<file path="src/rtl/control_unit_decode.sv">
// Main control decoder for the decode stage: maps the 5-bit opcode to the
// datapath control bundle, registered once at the decode/execute boundary.
module control_unit_decode (
  input  logic       clk,
  input  logic       rst,
  input  logic [4:0] Opcode,
  output logic [3:0] ALUOp,
  output logic       RegDst,
  output logic       ALUSrc,
  output logic       MemRead,
  output logic       MemWrite,
  output logic       MemtoReg,
  output logic       RegWrite,
  output logic       Branch,
  output logic       BranchOp,
  output logic       RegSrc1,
  output logic       RegSrc2,
  output logic       ALUDest,
  output logic       Vector_Op,
  output logic       PF_op,
  output logic       ImmSrc,
  output logic       Integer_op
);

  localparam logic [4:0] OP_ADDI   = 5'b01000;
  localparam logic [4:0] OP_SUBI   = 5'b01001;
  localparam logic [4:0] OP_MULI   = 5'b01010;
  localparam logic [4:0] OP_SLLI   = 5'b01011;
  localparam logic [4:0] OP_SRLI   = 5'b01100;
  localparam logic [4:0] OP_LDR    = 5'b01101;
  localparam logic [4:0] OP_STR    = 5'b01110;
  localparam logic [4:0] OP_BEQ    = 5'b01111;
  localparam logic [4:0] OP_BNE    = 5'b10000;
  localparam logic [4:0] OP_FXMUL  = 5'b10010;
  localparam logic [4:0] OP_FXADD  = 5'b10011;
  localparam logic [4:0] OP_VADD   = 5'b10100;
  localparam logic [4:0] OP_VSUB   = 5'b10101;
  localparam logic [4:0] OP_VMUL   = 5'b10110;
  localparam logic [4:0] OP_VFXMUL = 5'b10111;
  localparam logic [4:0] OP_VLDR   = 5'b11000;
  localparam logic [4:0] OP_VSTR   = 5'b11001;

  localparam logic [3:0] ALU_ADD   = 4'b0000;
  localparam logic [3:0] ALU_SUB   = 4'b0001;
  localparam logic [3:0] ALU_MUL   = 4'b0010;
  localparam logic [3:0] ALU_SLL   = 4'b0110;
  localparam logic [3:0] ALU_SRL   = 4'b0111;
  localparam logic [3:0] ALU_FXMUL = 4'b1000;
  localparam logic [3:0] ALU_FXADD = 4'b1001;

  logic [3:0] alu_op_d,     alu_op_q;
  logic       reg_dst_d,    reg_dst_q;
  logic       alu_src_d,    alu_src_q;
  logic       mem_read_d,   mem_read_q;
  logic       mem_write_d,  mem_write_q;
  logic       mem_to_reg_d, mem_to_reg_q;
  logic       reg_write_d,  reg_write_q;
  logic       branch_d,     branch_q;
  logic       branch_op_d,  branch_op_q;
  logic       reg_src1_d,   reg_src1_q;
  logic       reg_src2_d,   reg_src2_q;
  logic       alu_dest_d,   alu_dest_q;
  logic       vector_op_d,  vector_op_q;
  logic       pf_op_d,      pf_op_q;
  logic       imm_src_d,    imm_src_q;
  logic       integer_op_d, integer_op_q;

  // Unassigned opcodes and NOP fall through to the all-zero defaults.
  always_comb begin
    alu_op_d     = ALU_ADD;
    reg_dst_d    = 1'b0;
    alu_src_d    = 1'b0;
    mem_read_d   = 1'b0;
    mem_write_d  = 1'b0;
    mem_to_reg_d = 1'b0;
    reg_write_d  = 1'b0;
    branch_d     = 1'b0;
    branch_op_d  = 1'b0;
    reg_src1_d   = 1'b0;
    reg_src2_d   = 1'b0;
    alu_dest_d   = 1'b0;
    vector_op_d  = 1'b0;
    pf_op_d      = 1'b0;
    imm_src_d    = 1'b0;
    integer_op_d = 1'b0;

    case (Opcode)
      5'b00000, 5'b00001, 5'b00010, 5'b00011,
      5'b00100, 5'b00101, 5'b00110, 5'b00111: begin
        alu_op_d     = Opcode[3:0];
        reg_dst_d    = 1'b1;
        reg_write_d  = 1'b1;
        integer_op_d = 1'b1;
      end
      OP_ADDI, OP_SUBI, OP_MULI, OP_SLLI, OP_SRLI: begin
        case (Opcode)
          OP_SUBI: alu_op_d = ALU_SUB;
          OP_MULI: alu_op_d = ALU_MUL;
          OP_SLLI: alu_op_d = ALU_SLL;
          OP_SRLI: alu_op_d = ALU_SRL;
          default: alu_op_d = ALU_ADD;
        endcase
        alu_src_d    = 1'b1;
        imm_src_d    = 1'b1;
        reg_write_d  = 1'b1;
        integer_op_d = 1'b1;
      end
      OP_LDR, OP_VLDR: begin
        alu_src_d    = 1'b1;
        imm_src_d    = 1'b1;
        mem_read_d   = 1'b1;
        mem_to_reg_d = 1'b1;
        reg_write_d  = 1'b1;
        integer_op_d = (Opcode == OP_LDR);
        vector_op_d  = (Opcode == OP_VLDR);
        alu_dest_d   = (Opcode == OP_VLDR);
      end
      OP_STR, OP_VSTR: begin
        alu_src_d    = 1'b1;
        imm_src_d    = 1'b1;
        mem_write_d  = 1'b1;
        reg_src2_d   = 1'b1;
        integer_op_d = (Opcode == OP_STR);
        vector_op_d  = (Opcode == OP_VSTR);
      end
      OP_BEQ, OP_BNE: begin
        alu_op_d     = ALU_SUB;
        branch_d     = 1'b1;
        branch_op_d  = (Opcode == OP_BNE);
        reg_src1_d   = 1'b1;
        imm_src_d    = 1'b1;
        integer_op_d = 1'b1;
      end
      OP_FXMUL, OP_FXADD: begin
        alu_op_d    = (Opcode == OP_FXMUL) ? ALU_FXMUL : ALU_FXADD;
        pf_op_d     = 1'b1;
        reg_dst_d   = 1'b1;
        reg_write_d = 1'b1;
      end
      OP_VADD, OP_VSUB, OP_VMUL, OP_VFXMUL: begin
        case (Opcode)
          OP_VSUB:   alu_op_d = ALU_SUB;
          OP_VMUL:   alu_op_d = ALU_MUL;
          OP_VFXMUL: alu_op_d = ALU_FXMUL;
          default:   alu_op_d = ALU_ADD;
        endcase
        vector_op_d = 1'b1;
        alu_dest_d  = 1'b1;
        reg_dst_d   = 1'b1;
        reg_write_d = 1'b1;
        pf_op_d     = (Opcode == OP_VFXMUL);
      end
      default: ;
    endcase
  end

  always_ff @(posedge clk or posedge rst) begin
    if (rst) begin
      alu_op_q     <= '0;
      reg_dst_q    <= 1'b0;
      alu_src_q    <= 1'b0;
      mem_read_q   <= 1'b0;
      mem_write_q  <= 1'b0;
      mem_to_reg_q <= 1'b0;
      reg_write_q  <= 1'b0;
      branch_q     <= 1'b0;
      branch_op_q  <= 1'b0;
      reg_src1_q   <= 1'b0;
      reg_src2_q   <= 1'b0;
      alu_dest_q   <= 1'b0;
      vector_op_q  <= 1'b0;
      pf_op_q      <= 1'b0;
      imm_src_q    <= 1'b0;
      integer_op_q <= 1'b0;
    end else begin
      alu_op_q     <= alu_op_d;
      reg_dst_q    <= reg_dst_d;
      alu_src_q    <= alu_src_d;
      mem_read_q   <= mem_read_d;
      mem_write_q  <= mem_write_d;
      mem_to_reg_q <= mem_to_reg_d;
      reg_write_q  <= reg_write_d;
      branch_q     <= branch_d;
      branch_op_q  <= branch_op_d;
      reg_src1_q   <= reg_src1_d;
      reg_src2_q   <= reg_src2_d;
      alu_dest_q   <= alu_dest_d;
      vector_op_q  <= vector_op_d;
      pf_op_q      <= pf_op_d;
      imm_src_q    <= imm_src_d;
      integer_op_q <= integer_op_d;
    end
  end

  assign ALUOp      = alu_op_q;
  assign RegDst     = reg_dst_q;
  assign ALUSrc     = alu_src_q;
  assign MemRead    = mem_read_q;
  assign MemWrite   = mem_write_q;
  assign MemtoReg   = mem_to_reg_q;
  assign RegWrite   = reg_write_q;
  assign Branch     = branch_q;
  assign BranchOp   = branch_op_q;
  assign RegSrc1    = reg_src1_q;
  assign RegSrc2    = reg_src2_q;
  assign ALUDest    = alu_dest_q;
  assign Vector_Op  = vector_op_q;
  assign PF_op      = pf_op_q;
  assign ImmSrc     = imm_src_q;
  assign Integer_op = integer_op_q;

endmodule

</file>
<file path="config.mk">
export PLATFORM = sky130hd
export DESIGN_NAME = control_unit_decode
export DESIGN_NICKNAME = d
export VERILOG_FILES = /design/src/rtl/control_unit_decode.sv
export SDC_FILE = /design/constraint.sdc
export NUM_CORES = 1
export LEC_CHECK = 0
export BUFFER_PORTS_ARGS = -buffer_cell sky130_fd_sc_hd__buf_2
export CORE_MARGIN = 2
export CORE_UTILIZATION = 44
export CTS_CLUSTER_DIAMETER = 60
export CTS_CLUSTER_SIZE = 28
export DETAILED_ROUTE_END_ITERATION = 7
export PLACE_DENSITY = 0.77
export RECOVER_POWER = 50
export SYNTH_ARGS = -nofsm -noshare
export SYNTH_HDL_FRONTEND = slang
export SYNTH_SLANG_ARGS = --single-unit
</file>
<file path="constraint.sdc">
create_clock -name clk -period 0.8 [get_ports clk]
set_input_delay 0.16 -clock clk [delete_from_list [all_inputs] [get_ports clk]]
set_output_delay 0.16 -clock clk [all_outputs]
set_load 0.01 [all_outputs]
</file>
==> results.sh <==
export IMPL_cts_htree_levels=1
export IMPL_hold_start="Opcode[4]"
export IMPL_min_period_over_period_pct=121.0
export IMPL_cts_tree="built"
export IMPL_viasPerCell=5.279
export IMPL_yosysUniqueCellTypes=31
export IMPL_met1_usage_pct=20.55
export IMPL_worst_pin_slew_ns=0.3671
export IMPL_fin_crit_ns=0.9679
export IMPL_drive_gt1_share_pct=47.12
export IMPL_drcViolationCount=0
export IMPL_power_density_mw_per_mm2=1630
export IMPL_cts_buffers=3
export IMPL_endpoint_kind="primary output"
export IMPL_dr_pass1_iters=4
export IMPL_ant_nets=0
export IMPL_drt_wl_total_um=1686
export IMPL_setup_ws_ns=-0.1679
export IMPL_ys_top_cells_by_area="dfrtp_1 (47%), buf_6 (5.3%), nor3b_2 (4.4%)"
export IMPL_nNetsFinal=112
export IMPL_antennaDiodeCount=0
export IMPL_max_freq_mhz=1033
export IMPL_setup_viol=22
export IMPL_synth_most_common_cell="dfrtp_1"
export IMPL_grt_pass1_wl_um=2691
export IMPL_drt_iter0_drc=3
export IMPL_gr_total_overflow=0
export IMPL_async_flop_share_pct=100.0
export IMPL_post_place_ws_ns=-0.2171
export IMPL_hold_end="ALUOp[2]$_DFF_PP0_"
export IMPL_required_ns=0.64
export IMPL_crit_chain="buf_2"
export IMPL_fp_coreArea_mm2=0.001764
export IMPL_port_buffers=25
export IMPL_drv_cap=0
export IMPL_grtUsageMet3_pct=2.264
export IMPL_finalHoldViolations=0
export IMPL_cts_sinks=16
export IMPL_area_delta_synth_final_pct=24.85
export IMPL_cts_max_path_buffers=2
export IMPL_clkTransAtPathRegs_ns=0.09
export IMPL_nFillCells=160
export IMPL_met2_usage_pct=28.27
export IMPL_die_w_um=47.98
export IMPL_grt_pass1_vias=628
export IMPL_ys_seq_area_share_pct=47.06
export IMPL_dieArea_mm2=0.002302
export IMPL_root_buffer="clkbuf_4"
export IMPL_path_buf_inv=1
export IMPL_yosysTopAreaCell="dfrtp_1"
export IMPL_synth_commonest_cells="dfrtp_1 (16), nor2_1 (7), o21a_1 (5)"
export IMPL_p_leak_nw=0.5465
export IMPL_cpMaxStageDelayCell="dfrtp_1"
export IMPL_power_total_mw=1.732
export IMPL_holdPathStages=2
export IMPL_placementRows=15
export IMPL_violations="setup timing"
export IMPL_synth_edf_count=0
export IMPL_cp_depth=1
export IMPL_io_pins=26
export IMPL_syn_inst=74
export IMPL_post_drt_wl_per_cell_um=13.07
export IMPL_ys_ff_latch=16
export IMPL_grt_total_usage_pct=16.64
export IMPL_crit_family="flip-flops"
export IMPL_syn_avg_cell_area_um2=11.50
export IMPL_cp_start_kind="register"
export IMPL_status="finished, violations left"
export IMPL_drv_slew=0
export IMPL_synth_top_area_share_pct=47.06
export IMPL_rsz0062_at_grt="true"
export IMPL_relSlewSlack_pct=75.53
export IMPL_grt_max_degree=19
export IMPL_antenna_found_initial=0
export IMPL_slowest_delay_ns=0.39
export IMPL_ys_warn_count=0
export IMPL_vias=681
export IMPL_ir_worst_vdd_v=0.0008295
export IMPL_initial_utilization_pct=48.23
export IMPL_globalplace_congestion=0.7793
export IMPL_hp_class="input pin to register"
export IMPL_ys_flop_type="dfrtp_1"
export IMPL_fin_setup_tns_ns=-2.851
export IMPL_synthesis_area_um2=850.8
export IMPL_crit_arrival_ns=0.81
export IMPL_syn_num_nets=81
export IMPL_grt_busiest_layer="met2"
export IMPL_dp_hpwl_um=1210
export IMPL_critical_path_class="register to primary output"
export IMPL_die_h_um=47.98
export IMPL_cp_max_fo=1
==> kinds of logic (layout without fill, tap and decap cells) <==
| family | after synthesis | in the layout | synth area share (%) |
|---|---|---|---|
| buffers and inverters | 12 | 42 | 10.88 |
| AND/OR/NAND/NOR | 26 | 26 | 22.21 |
| AO/OA/AOI/OAI | 20 | 20 | 19.85 |
| flip-flops | 16 | 16 | 47.06 |
==> how the worst max path moves through the flow <==
stage / start / to
5_1_grt: RegSrc2$_DFF_PP0_ / MemWrite
3_3_place_gp: Opcode[2] / ALUSrc$_DFF_PP0_
6_report: Integer_op$_DFF_PP0_ / Integer_op
2_1_floorplan: Opcode[1] / Integer_op$_DFF_PP0_
4_1_cts: Integer_op$_DFF_PP0_ / Integer_op
3_5_place_dp: Opcode[2] / ALUSrc$_DFF_PP0_
==> sequential cells by signal, summed over array words and instances (netlist names) <==
name,cells
RegSrc2,1
ALUOp,4
RegWrite,1
RegSrc1,1
PF_op,1
ALUDest,1
Integer_op,1
BranchOp,1
ImmSrc,1
ALUSrc,1
RegDst,1
MemtoReg,1
Vector_Op,1
==> area by class of cell <==
| cell class | count | area, um2 | area share (%) |
|---|---|---|---|
| sequential | 16 | 400.4 | 37.69 |
| multi-input combinational | 46 | 355.3 | 33.45 |
| timing repair buffer | 36 | 231.5 | 21.79 |
| clock buffer | 4 | 36.28 | 3.416 |
| tap | 25 | 31.28 | 2.945 |
| inverter | 2 | 7.507 | 0.7067 |
==> cell usage in the layout (no fill, tap or decap), drive strengths merged <==
| master | count |
|---|---|
| nor2 | 7 |
| dfrtp | 16 |
| and3b | 1 |
| nand3b | 1 |
| nand2b | 4 |
| a2bb2oi | 1 |
| a21oi | 3 |
| o41ai | 1 |
| o31ai | 1 |
| o221ai | 1 |
| a41o | 1 |
| dlygate4sd3 | 1 |
| and3 | 2 |
| nor3 | 2 |
| nand2 | 2 |
| o21ai | 3 |
| and2b | 1 |
| buf | 32 |
| nor3b | 3 |
| o21bai | 1 |
| nor4 | 1 |
| a221oi | 2 |
| clkbuf | 7 |
| inv | 2 |
| a21o | 1 |
| o21a | 5 |
| nor2b | 2 |
==> through the flow <==
step	hold slack, ns	util [%]	cell area, um2	cells
after detailed placement	0.1786	56.52	997.2	124
after CTS	0.2200	59.15	1044	129
final	0.2134	60.21	1062	129
after global routing	0.2208	60.21	1062	129
after global placement	0.1646	56.52	997.2	124
after floorplan	0.07374	-	854.6	74
==> what timing repair did <==
action / 4_1_cts / 5_1_grt
setup buffers: 0 / 0
hold buffers: 1 / 0
endpoints found under the setup margin: 19 / 19
resized for setup: 0 / 4
endpoints found under the hold margin: 16 / 0
==> report_power, final <==
| part | total, mW | leakage, nW | internal, mW | switching (mW) |
|---|---|---|---|---|
| clock network | 0.526 | 0.0210 | 0.277 | 0.249 |
| registers | 0.863 | 0.207 | 0.851 | 0.0126 |
| logic | 0.342 | 0.319 | 0.153 | 0.189 |
==> routing by layer <==
metal	vias to the layer above	routed length (um)
li1	316	-
met1	335	723
met2	26	843
met3	4	89
met4	0	30
met5	-	0
Note: power is estimated with default switching activity, not from simulation.
